<file path="src/rtl/ald_pkg.sv">
// Shared constants and types for the ALD valve output stage.
// Tick defaults match the ladder's timer presets (1 kHz ticks).
package ald_pkg;

    localparam int CH_SV1  = 0;
    localparam int CH_SV4  = 1;
    localparam int CH_VV1  = 2;
    localparam int CH_VV2  = 3;
    localparam int CH_HEAT = 4;
    localparam int CH_MFCW = 5;

    localparam int DEF_N_CH    = 6;
    localparam int DEF_MIN_ON  = 20;
    localparam int DEF_MIN_OFF = 20;
    localparam int DEF_DEAD    = 50;
    localparam int DEF_WDOG    = 100;
    localparam int DEF_CNT_W   = 16;

    typedef enum logic [1:0] {
        OFF_READY,
        ON_HOLD,
        ON_READY,
        OFF_HOLD
    } chan_state_t;

endpackage

</file>
<file path="src/rtl/ald_chan_timer.sv">
// One output channel: min-on/min-off hold FSM with its tick counter.
// force_off overrides everything and parks the channel in OFF_HOLD.
module ald_chan_timer
    import ald_pkg::*;
#(
    parameter int CNT_W         = DEF_CNT_W,
    parameter int MIN_ON_TICKS  = DEF_MIN_ON,
    parameter int MIN_OFF_TICKS = DEF_MIN_OFF
) (
    input  logic clk,
    input  logic rst,
    input  logic tick,
    input  logic req,
    input  logic permit,
    input  logic force_off,
    output logic drv,
    output logic idle,
    output logic off_evt
);

    localparam logic [CNT_W-1:0] ON_LD  = CNT_W'(MIN_ON_TICKS);
    localparam logic [CNT_W-1:0] OFF_LD = CNT_W'(MIN_OFF_TICKS);

    chan_state_t      state, state_d;
    logic [CNT_W-1:0] cnt, cnt_d;

    always_ff @(posedge clk or negedge rst) begin
        if (!rst) begin
            state <= OFF_READY;
            cnt   <= '0;
        end else begin
            state <= state_d;
            cnt   <= cnt_d;
        end
    end

    // Loads below overwrite the decrement, so a coincident tick is dropped.
    always_comb begin
        state_d = state;
        cnt_d   = (tick && cnt != '0) ? cnt - CNT_W'(1) : cnt;
        if (force_off) begin
            state_d = OFF_HOLD;
            cnt_d   = OFF_LD;
        end else begin
            unique case (state)
                OFF_READY: if (req && permit) begin
                    state_d = ON_HOLD;
                    cnt_d   = ON_LD;
                end
                ON_HOLD:   if (cnt == '0) state_d = ON_READY;
                ON_READY:  if (!req) begin
                    state_d = OFF_HOLD;
                    cnt_d   = OFF_LD;
                end
                OFF_HOLD:  if (cnt == '0) state_d = OFF_READY;
                default:   state_d = OFF_READY;
            endcase
        end
    end

    always_comb begin
        drv     = (state == ON_HOLD) || (state == ON_READY);
        idle    = (state == OFF_READY);
        off_evt = drv && (state_d == OFF_HOLD);
    end

endmodule

</file>
<file path="src/rtl/ald_valve_driver.sv">
// Valve output stage: captures the ladder coil image, applies per-channel
// hold timers, the SV1/SV4 break-before-make interlock, estop and watchdog.
module ald_valve_driver
    import ald_pkg::*;
#(
    parameter int N_CH          = DEF_N_CH,
    parameter int MIN_ON_TICKS  = DEF_MIN_ON,
    parameter int MIN_OFF_TICKS = DEF_MIN_OFF,
    parameter int DEAD_TICKS    = DEF_DEAD,
    parameter int WDOG_TICKS    = DEF_WDOG,
    parameter int CNT_W         = DEF_CNT_W
) (
    input  logic            clk,
    input  logic            rst,
    input  logic            tick,
    input  logic            scan_valid,
    input  logic [N_CH-1:0] cmd,
    input  logic            estop,
    input  logic            fault_clr,
    output logic [N_CH-1:0] drv,
    output logic [N_CH-1:0] pending,
    output logic            conflict,
    output logic            wdog_fault
);

    localparam logic [CNT_W-1:0] DEAD_LD = CNT_W'(DEAD_TICKS);
    localparam logic [CNT_W-1:0] WDOG_MX = CNT_W'(WDOG_TICKS);
    localparam logic [CNT_W-1:0] WDOG_M1 = CNT_W'(WDOG_TICKS - 1);
    localparam logic [N_CH-1:0]  IL_MASK = N_CH'(3);

    logic [N_CH-1:0]  cmd_q, cmd_d;
    logic [N_CH-1:0]  idle, off_evt, permit;
    logic [CNT_W-1:0] dead, wdog_cnt;
    logic             wdog_trip, kill, both_req;

    // The channels act on the image being committed this cycle, giving
    // a single clk from scan_valid to drv.
    always_comb begin
        wdog_trip = !scan_valid && tick && (wdog_cnt == WDOG_M1);
        kill      = estop || wdog_trip;
        cmd_d     = cmd_q;
        if (scan_valid && !wdog_fault) cmd_d = cmd;
        if (kill) cmd_d = '0;
        both_req  = ((idle & cmd_d & IL_MASK) == IL_MASK);
        permit    = '1;
        permit[CH_SV1] = !drv[CH_SV4] && dead == '0 && !both_req;
        permit[CH_SV4] = !drv[CH_SV1] && dead == '0 && !both_req;
    end

    always_ff @(posedge clk or negedge rst) begin
        if (!rst) begin
            cmd_q      <= '0;
            dead       <= '0;
            wdog_cnt   <= '0;
            wdog_fault <= 1'b0;
            conflict   <= 1'b0;
        end else begin
            cmd_q <= cmd_d;
            if (kill || |(off_evt & IL_MASK)) dead <= DEAD_LD;
            else if (tick && dead != '0)      dead <= dead - CNT_W'(1);
            if (scan_valid || fault_clr)        wdog_cnt <= '0;
            else if (tick && wdog_cnt != WDOG_MX) wdog_cnt <= wdog_cnt + CNT_W'(1);
            if (wdog_trip)      wdog_fault <= 1'b1;
            else if (fault_clr) wdog_fault <= 1'b0;
            if (both_req)       conflict <= 1'b1;
            else if (fault_clr) conflict <= 1'b0;
        end
    end

    for (genvar i = 0; i < N_CH; i++) begin : g_ch
        ald_chan_timer #(
            .CNT_W        (CNT_W),
            .MIN_ON_TICKS (MIN_ON_TICKS),
            .MIN_OFF_TICKS(MIN_OFF_TICKS)
        ) u_ch (
            .clk      (clk),
            .rst      (rst),
            .tick     (tick),
            .req      (cmd_d[i]),
            .permit   (permit[i]),
            .force_off(kill),
            .drv      (drv[i]),
            .idle     (idle[i]),
            .off_evt  (off_evt[i])
        );
    end

    assign pending = cmd_q & ~drv;

endmodule

</file>
<file path="config.mk">
export PLATFORM = sky130hd
export DESIGN_NAME = ald_valve_driver
export DESIGN_NICKNAME = d
export VERILOG_FILES = /design/src/rtl/ald_pkg.sv /design/src/rtl/ald_chan_timer.sv /design/src/rtl/ald_valve_driver.sv
export SDC_FILE = /design/constraint.sdc
export NUM_CORES = 1
export LEC_CHECK = 0
export ABC_AREA = 1
export BUFFER_PORTS_ARGS = -buffer_cell sky130_fd_sc_hd__buf_2
export CAP_MARGIN = 20
export CORE_MARGIN = 4
export CORE_UTILIZATION = 30
export CTS_CLUSTER_SIZE = 14
export DETAILED_ROUTE_END_ITERATION = 8
export PLACE_DENSITY = 0.43
export SLEW_MARGIN = 10
export SYNTH_ARGS = -nofsm -noshare
export SYNTH_HDL_FRONTEND = slang
export SYNTH_HIERARCHICAL = 1
export SYNTH_SLANG_ARGS = --single-unit
</file>
<file path="constraint.sdc">
create_clock -name clk -period 4.1 [get_ports clk]
set_clock_uncertainty 0.15 [all_clocks]
set_input_delay 0.41 -clock clk [delete_from_list [all_inputs] [get_ports clk]]
set_output_delay 0.41 -clock clk [all_outputs]
set_load 0.02 [all_outputs]
</file>
### Word level (Yosys, flattened, before mapping)

Index checks and enable logic that the tools add are counted.

| operators by class | value |
|---|---|
| add/subtract/negate cells | 8 |
| $mul | 0 |
| div/mod/pow operators | 0 |
| magnitude comparators | 0 |
| equality and inequality tests | 39 |
| shift-type cells | 0 |
| multiplexer cells | 75 |
| bitwise operators | 3 |
| reduce and logical (&&, ||, !) cells | 62 |

Operator list:

| kind | number |
|---|---|
| 16-bit 2-to-1 mux | 28 |
| 16-bit one-hot mux with 2 select lines | 6 |
| 16-bit logical NOT | 7 |
| 16-bit nonzero test | 7 |
| 16-bit by 1-bit subtractor with 16-bit output, second input constant | 7 |
| 2-bit 2-to-1 mux | 30 |
| 2-bit one-hot mux with 4 select lines | 6 |
| 2-bit == test, second input constant | 15 |
| 3-bit by 2-bit != test with 1-bit output, second input constant | 8 |
| 3-bit != test, second input constant | 8 |
| 1-bit logical AND | 19 |
| 16-bit by 1-bit adder with 16-bit output, second input constant | 1 |
| 16-bit by 7-bit == test with 1-bit output, second input constant | 1 |
| 16-bit by 7-bit != test with 1-bit output, second input constant | 1 |
| 4-bit AND reduction | 4 |
| 2-bit by 1-bit == test with 1-bit output, second input constant | 6 |
| 2-bit logical NOT | 6 |
| 6-bit 2-to-1 mux | 2 |
| 1-bit logical OR | 9 |
| 2-bit nonzero test | 4 |
| 6-bit bitwise AND | 1 |
| 6-bit inverter | 1 |
| 1-bit logical NOT | 5 |
| 1-bit 2-to-1 mux | 3 |
| 2 further kinds | 2 |

| storage, ports and cells | value |
|---|---|
| register bits after elaboration | 148 |
| latch bits | 0 |
| bits in writable memories | 0 |
| ROM bits | 0 |
| input bits | 12 |
| logic and storage cells | 204 |
| memories kept | 0 |

### Logic depth before layout (Yosys ltp)

| depth | value |
|---|---|
| depth in word-level cells | 18 |
| gate-level depth with buffers | 21 |

### Modules after synthesis

Netlist, hierarchy kept.

By module, submodules not included:

| module | times used | cells each | area each (µm²) |
|---|---|---|---|
| ald_chan_timer at g_ch[1].u_ch ... | 3 | 155 | 1228.7 |
| ald_chan_timer at g_ch[0].u_ch ... | 3 | 161 | 1189.9 |
| ald_valve_driver | 1 | 402 | 2693.8 |

### Least setup slack after synthesis

Ideal clock, no wire load.

| path | value |
|---|---|
| kind | flip-flop to flip-flop |
| from | reg wdog_cnt[0] |
| to | reg dead[4] |
| library setup time | 0.129 ns |
| arrival time | 2.507 ns |
| setup slack | 1.314 ns |
| stages on the path, launching flop included | 20 |
| buffers on the path | 1 |
| cells stage by stage | dfrtp_1 ha_1 nand2_1 nor2_1 nand2_1 nor2_2 nand2_2 nand2_4 a21oi_1 or2_1 o21ai_0 nor2_1 o21ai_1 nand2_1 a21oi_1 nor2_1 inv_1 nor2_4 buf_6 nand3_1 |

| on the way | value |
|---|---|
| cells in the longest elaborated chain, start to end | 17 |
| elaborated cells on any way between the ends | 27 |
| classes of those cells | eq/ne (4); mux (10); bitwise (1); reduce/logical (12) |

Ends and longest elaborated chain:

| element | RTL line | RTL |
|---|---|---|
| from (decl) | ald_valve_driver.sv:33 | `logic [CNT_W-1:0] dead, wdog_cnt;` |
| from (signal assigned) | ald_valve_driver.sv:62 | `else if (tick && wdog_cnt != WDOG_MX) wdog_cnt <= wdog_cnt + CNT_W'(1);` |
| 16-bit by 7-bit == test with 1-bit output (*) | ald_valve_driver.sv:39 | `wdog_trip = !scan_valid && tick && (wdog_cnt == WDOG_M1);` |
| 1-bit logical AND (*) | ald_valve_driver.sv:39 |  |
| 1-bit logical OR (*) | ald_valve_driver.sv:40 | `kill = estop \|\| wdog_trip;` |
| via kill | ald_valve_driver.sv:34 | `logic wdog_trip, kill, both_req;` |
| 6-bit 2-to-1 mux (*) | ald_valve_driver.sv:43 | `if (kill) cmd_d = '0;` |
| via cmd_d[1] | ald_valve_driver.sv:31 | `logic [N_CH-1:0] cmd_q, cmd_d;` |
| 2-bit bitwise AND | ald_valve_driver.sv:44 | `both_req = ((idle & cmd_d & IL_MASK) == IL_MASK);` |
| 2-bit == test | ald_valve_driver.sv:44 |  |
| [5 not listed] | - |  |
| 2-bit 2-to-1 mux (*) | ald_chan_timer.sv:41 | `if (force_off) begin` |
| via g_ch[1].u_ch.state_d[0] | ald_chan_timer.sv:24 | `chan_state_t state, state_d;` |
| 2-bit == test (*) | ald_chan_timer.sv:64 | `off_evt = drv && (state_d == OFF_HOLD);` |
| 1-bit logical AND (*) | ald_chan_timer.sv:64 |  |
| via off_evt[1] | ald_valve_driver.sv:32 | `logic [N_CH-1:0] idle, off_evt, permit;` |
| 2-bit OR reduction (*) | ald_valve_driver.sv:59 | `if (kill \|\| \|(off_evt & IL_MASK)) dead <= DEAD_LD;` |
| 1-bit logical OR (*) | ald_valve_driver.sv:59 |  |
| 16-bit 2-to-1 mux / 2-bit nonzero test (equally long branches) | - |  |
| to (signal assigned) | ald_valve_driver.sv:60 | `else if (tick && dead != '0) dead <= dead - CNT_W'(1);` |
| to (decl) | ald_valve_driver.sv:33 |  |

Mark *: on every way through the listed nets, which the timed path passes. The rest lies on a longest branch.
A chain may end at the register's enable or synchronous reset.

### Worst setup path in the final report

| path | value |
|---|---|
| from | reg wdog_cnt[0] |
| to | reg dead[15] |

The elaborated chain is that of the path after synthesis.

==> flow_metrics.py <==
metrics = {
    "clocking": {
        "clock_latency_ns": 0.43,
        "root_buffer": "clkbuf_16",
        "cts_setup_buffers": 0,
        "cts_buffer_depth": 2,
        "cts_sinks": 148,
        "cts_buffers": 17,
        "clkTransAtPathRegs_ns": 0.07,
        "cts_tree": "yes",
        "htree_levels": 4,
    },
    "grt": {
        "grt_pass1_vias": 8149,
        "grt_overflow_total": 0,
        "antenna_found_initial": 3,
        "grt_max_degree": 69,
        "grt_first_pass_wirelength_um": 40600,
        "grt_usage": 0.138,
    },
    "timing": {
        "fmax_mhz": 285,
        "period_share": 0.857,
        "period_needed_ns": 3.51,
        "setup_tns_ns": 0,
        "grt_setup_unrepaired": "no",
        "report.final.hold_viol_count": 0,
        "fin_ws_ns": 0.585,
        "finalSetupViolCount": 0,
        "worst_pin_slew_ns": 0.609,
        "slew_viol_final": 0,
        "max_slew_margin": 0.594,
    },
    "synth": {
        "synth_area_mm2": 0.00991,
        "syn_inst": 1342,
        "post_synth.cell_area_avg_um2": 7.39,
        "ys_warn_count": 6,
    },
    "drt": {
        "wire_per_inst_um": 12.9,
        "firstDrtPassIters": 5,
        "wl_um": 23800,
        "detail-route-antenna-nets": 0,
        "drc": 0,
        "viasPerCell": 4.46,
        "drtIter0Drc": 353,
        "vias": 8221,
    },
    "final_layout": {
        "multiInputGateArea_mm2": 0.00549,
        "post_route_cells_drive_above_1_share": 0.154,
        "fillers": 3524,
        "fin_util": 0.346,
        "synthToLayoutAreaGrowth_pct": 13.7,
        "antenna_cells": 0,
        "regArea_mm2": 0.00370,
        "num-nets-final": 1435,
        "layoutNonFillerInstCount": 1843,
    },
    "placement": {
        "pre_cts_ws_ns": 0.551,
        "port_buffers": 25,
        "dp.cells": 1811,
        "dp_hpwl_um": 17400,
        "gp_congestion": 0.769,
    },
    "critical_path": {
        "slowest_stage": "nor2_1",
        "worstSetupPathType": "reg -> reg",
        "crit_path_end_kind": "register",
        "r2r-end": "dead[15]$_DFFE_PN0P_",
        "r2r_setup_slack_ns": 0.59,
        "startpoint_type": "register",
        "cp_max_fo": 25,
        "worstPathCellList": "ha_1, nand2_1, nor2_1, nand2_1, nor2_2, nand2_2, nand2_4, a21oi_1, or2_1, o21ai_0, nor2_1, o21ai_1, nand2_1, a21oi_1, nor2_1, inv_1, nor2_4, inv_1, nor2_1",
        "r2r.worst_path.cells": 19,
        "cp.arrival_ns": 3.72,
        "cpMostUsedCell": "nor2_1",
        "r2r-start": "wdog_cnt[0]$_DFFE_PN0P_",
        "cpLargestDelayFamily": "simple AND/OR/NAND/NOR gates",
        "critPathMaxStageDelay_ns": 0.43,
        "path_buf_inv": 2,
        "crit_required_ns": 4.31,
    },
    "hold_path": {
        "whs_endpoint": "conflict$_DFFE_PN0P_",
        "hp-start": "fault_clr",
        "hold_class": "in -> reg",
        "worstHoldPathCells": 2,
    },
    "floorplanning": {
        "io_pins": 26,
        "start_util": 0.305,
        "die_h_um": 190,
        "core_mm2": 0.0325,
        "rows": 66,
        "die_width_um": 190,
        "dieArea_mm2": 0.0360,
    },
    "flow_run": {
        "cap_violations": 0,
    },
    "power_and_ir_drop": {
        "p_sw_frac": 0.358,
        "p_clk_frac": 0.350,
        "seq_power_share": 0.343,
        "power.leakage_nw": 5.42,
        "p_switching_mw": 1.85,
        "p_per_area_mw_per_mm2": 458,
        "vdd_drop_max_uv": 295,
        "combPwrFrac": 0.307,
        "power.internal_mw": 3.31,
    },
    "run_status": {
        "status": "finished, final reports clean",
    },
}
## power groups by stage
stage / Sequential, mW / Clock (mW) / Combinational, mW
final: 1.77 / 1.81 / 1.58
after global routing: 1.80 / 1.93 / 1.82
after global placement: 1.80 / 0 / 1.62
after floorplan: 1.76 / 0 / 1.22
after CTS: 1.77 / 1.87 / 1.62
after detailed placement: 1.80 / 0 / 1.61
## stage by stage
step | hold slack [ns] | area [um^2] | power (mW)
finish | 0.133 | 11300 | 5.16
global route | 0.133 | 11300 | 5.55
CTS | 0.125 | 11300 | 5.27
detailed placement | 0.287 | 10600 | 3.41
global placement | 0.283 | 10600 | 3.41
floorplan | -0.0356 | 9940 | 2.97
## layout by cell type (no fill, tap or decap), types with 16 or more instances in the layout
cell and instances:
a21oi_1 40, buf_2 24, clkbuf_16 17, dfrtp_1 148, ha_1 34, inv_1 154
inv_2 16, nand2_1 282, nand2_2 33, nand3_1 92, nand4_1 24, nor2_1 240
nor2_2 35, nor2_4 17, o21ai_0 39, o21ai_1 21, xnor2_1 17, xor2_1 30
## layout make-up
cell class	instances	area share
inverter	178	0.0607
sequential	148	0.329
clock inverter	11	0.0182
clock buffer	20	0.0405
timing repair buffer	29	0.0157
multi-input combinational	1015	0.487
tap	442	0.0491
## flip-flops by register name, summed over array words and instances, names as in the netlist
name,flops
g_ch.u_ch/cnt,96
g_ch.u_ch/state,12
wdog_cnt,16
conflict,1
wdog_fault,1
dead,16
cmd_q,6
## routing by layer
metal,vias to the layer above,share of wire,GRT usage
met5,-,0.0014,0
met4,6,0.0089,0.0287
met3,15,0.030,0.0312
met2,62,0.47,0.233
met1,3791,0.49,0.182
li1,4347,-,-
## worst reg2reg max path: stages, from the launching register on
cell and delay, ns:
dfrtp_1 0.41, ha_1 0.28, nand2_1 0.08, nor2_1 0.04, nand2_1 0.07, nor2_2 0.05
nand2_2 0.09, nand2_4 0.22, a21oi_1 0.31, or2_1 0.17, o21ai_0 0.07, nor2_1 0.10
o21ai_1 0.09, nand2_1 0.06, a21oi_1 0.04, nor2_1 0.43, inv_1 0.15, nor2_4 0.32
inv_1 0.16, nor2_1 0.13
## worst max path at each step
stage | start | endpoint | cells past startpoint
2_1_floorplan | wdog_cnt[0]$_DFFE_PN0P_ | dead[4]$_DFFE_PN0P_ | 19
3_3_place_gp | wdog_cnt[0]$_DFFE_PN0P_ | dead[0]$_DFFE_PN0P_ | 19
3_5_place_dp | wdog_cnt[0]$_DFFE_PN0P_ | dead[0]$_DFFE_PN0P_ | 19
4_1_cts | wdog_cnt[0]$_DFFE_PN0P_ | dead[0]$_DFFE_PN0P_ | 19
5_1_grt | wdog_cnt[0]$_DFFE_PN0P_ | dead[2]$_DFFE_PN0P_ | 19
6_report | wdog_cnt[0]$_DFFE_PN0P_ | dead[15]$_DFFE_PN0P_ | 19
## what timing repair did
action                                 4_1_cts  5_1_grt
hold buffers                                 1        0
gates resized for setup                      0        0
endpoints found under the hold margin       55        0
Power figures use the tool's default switching activity.
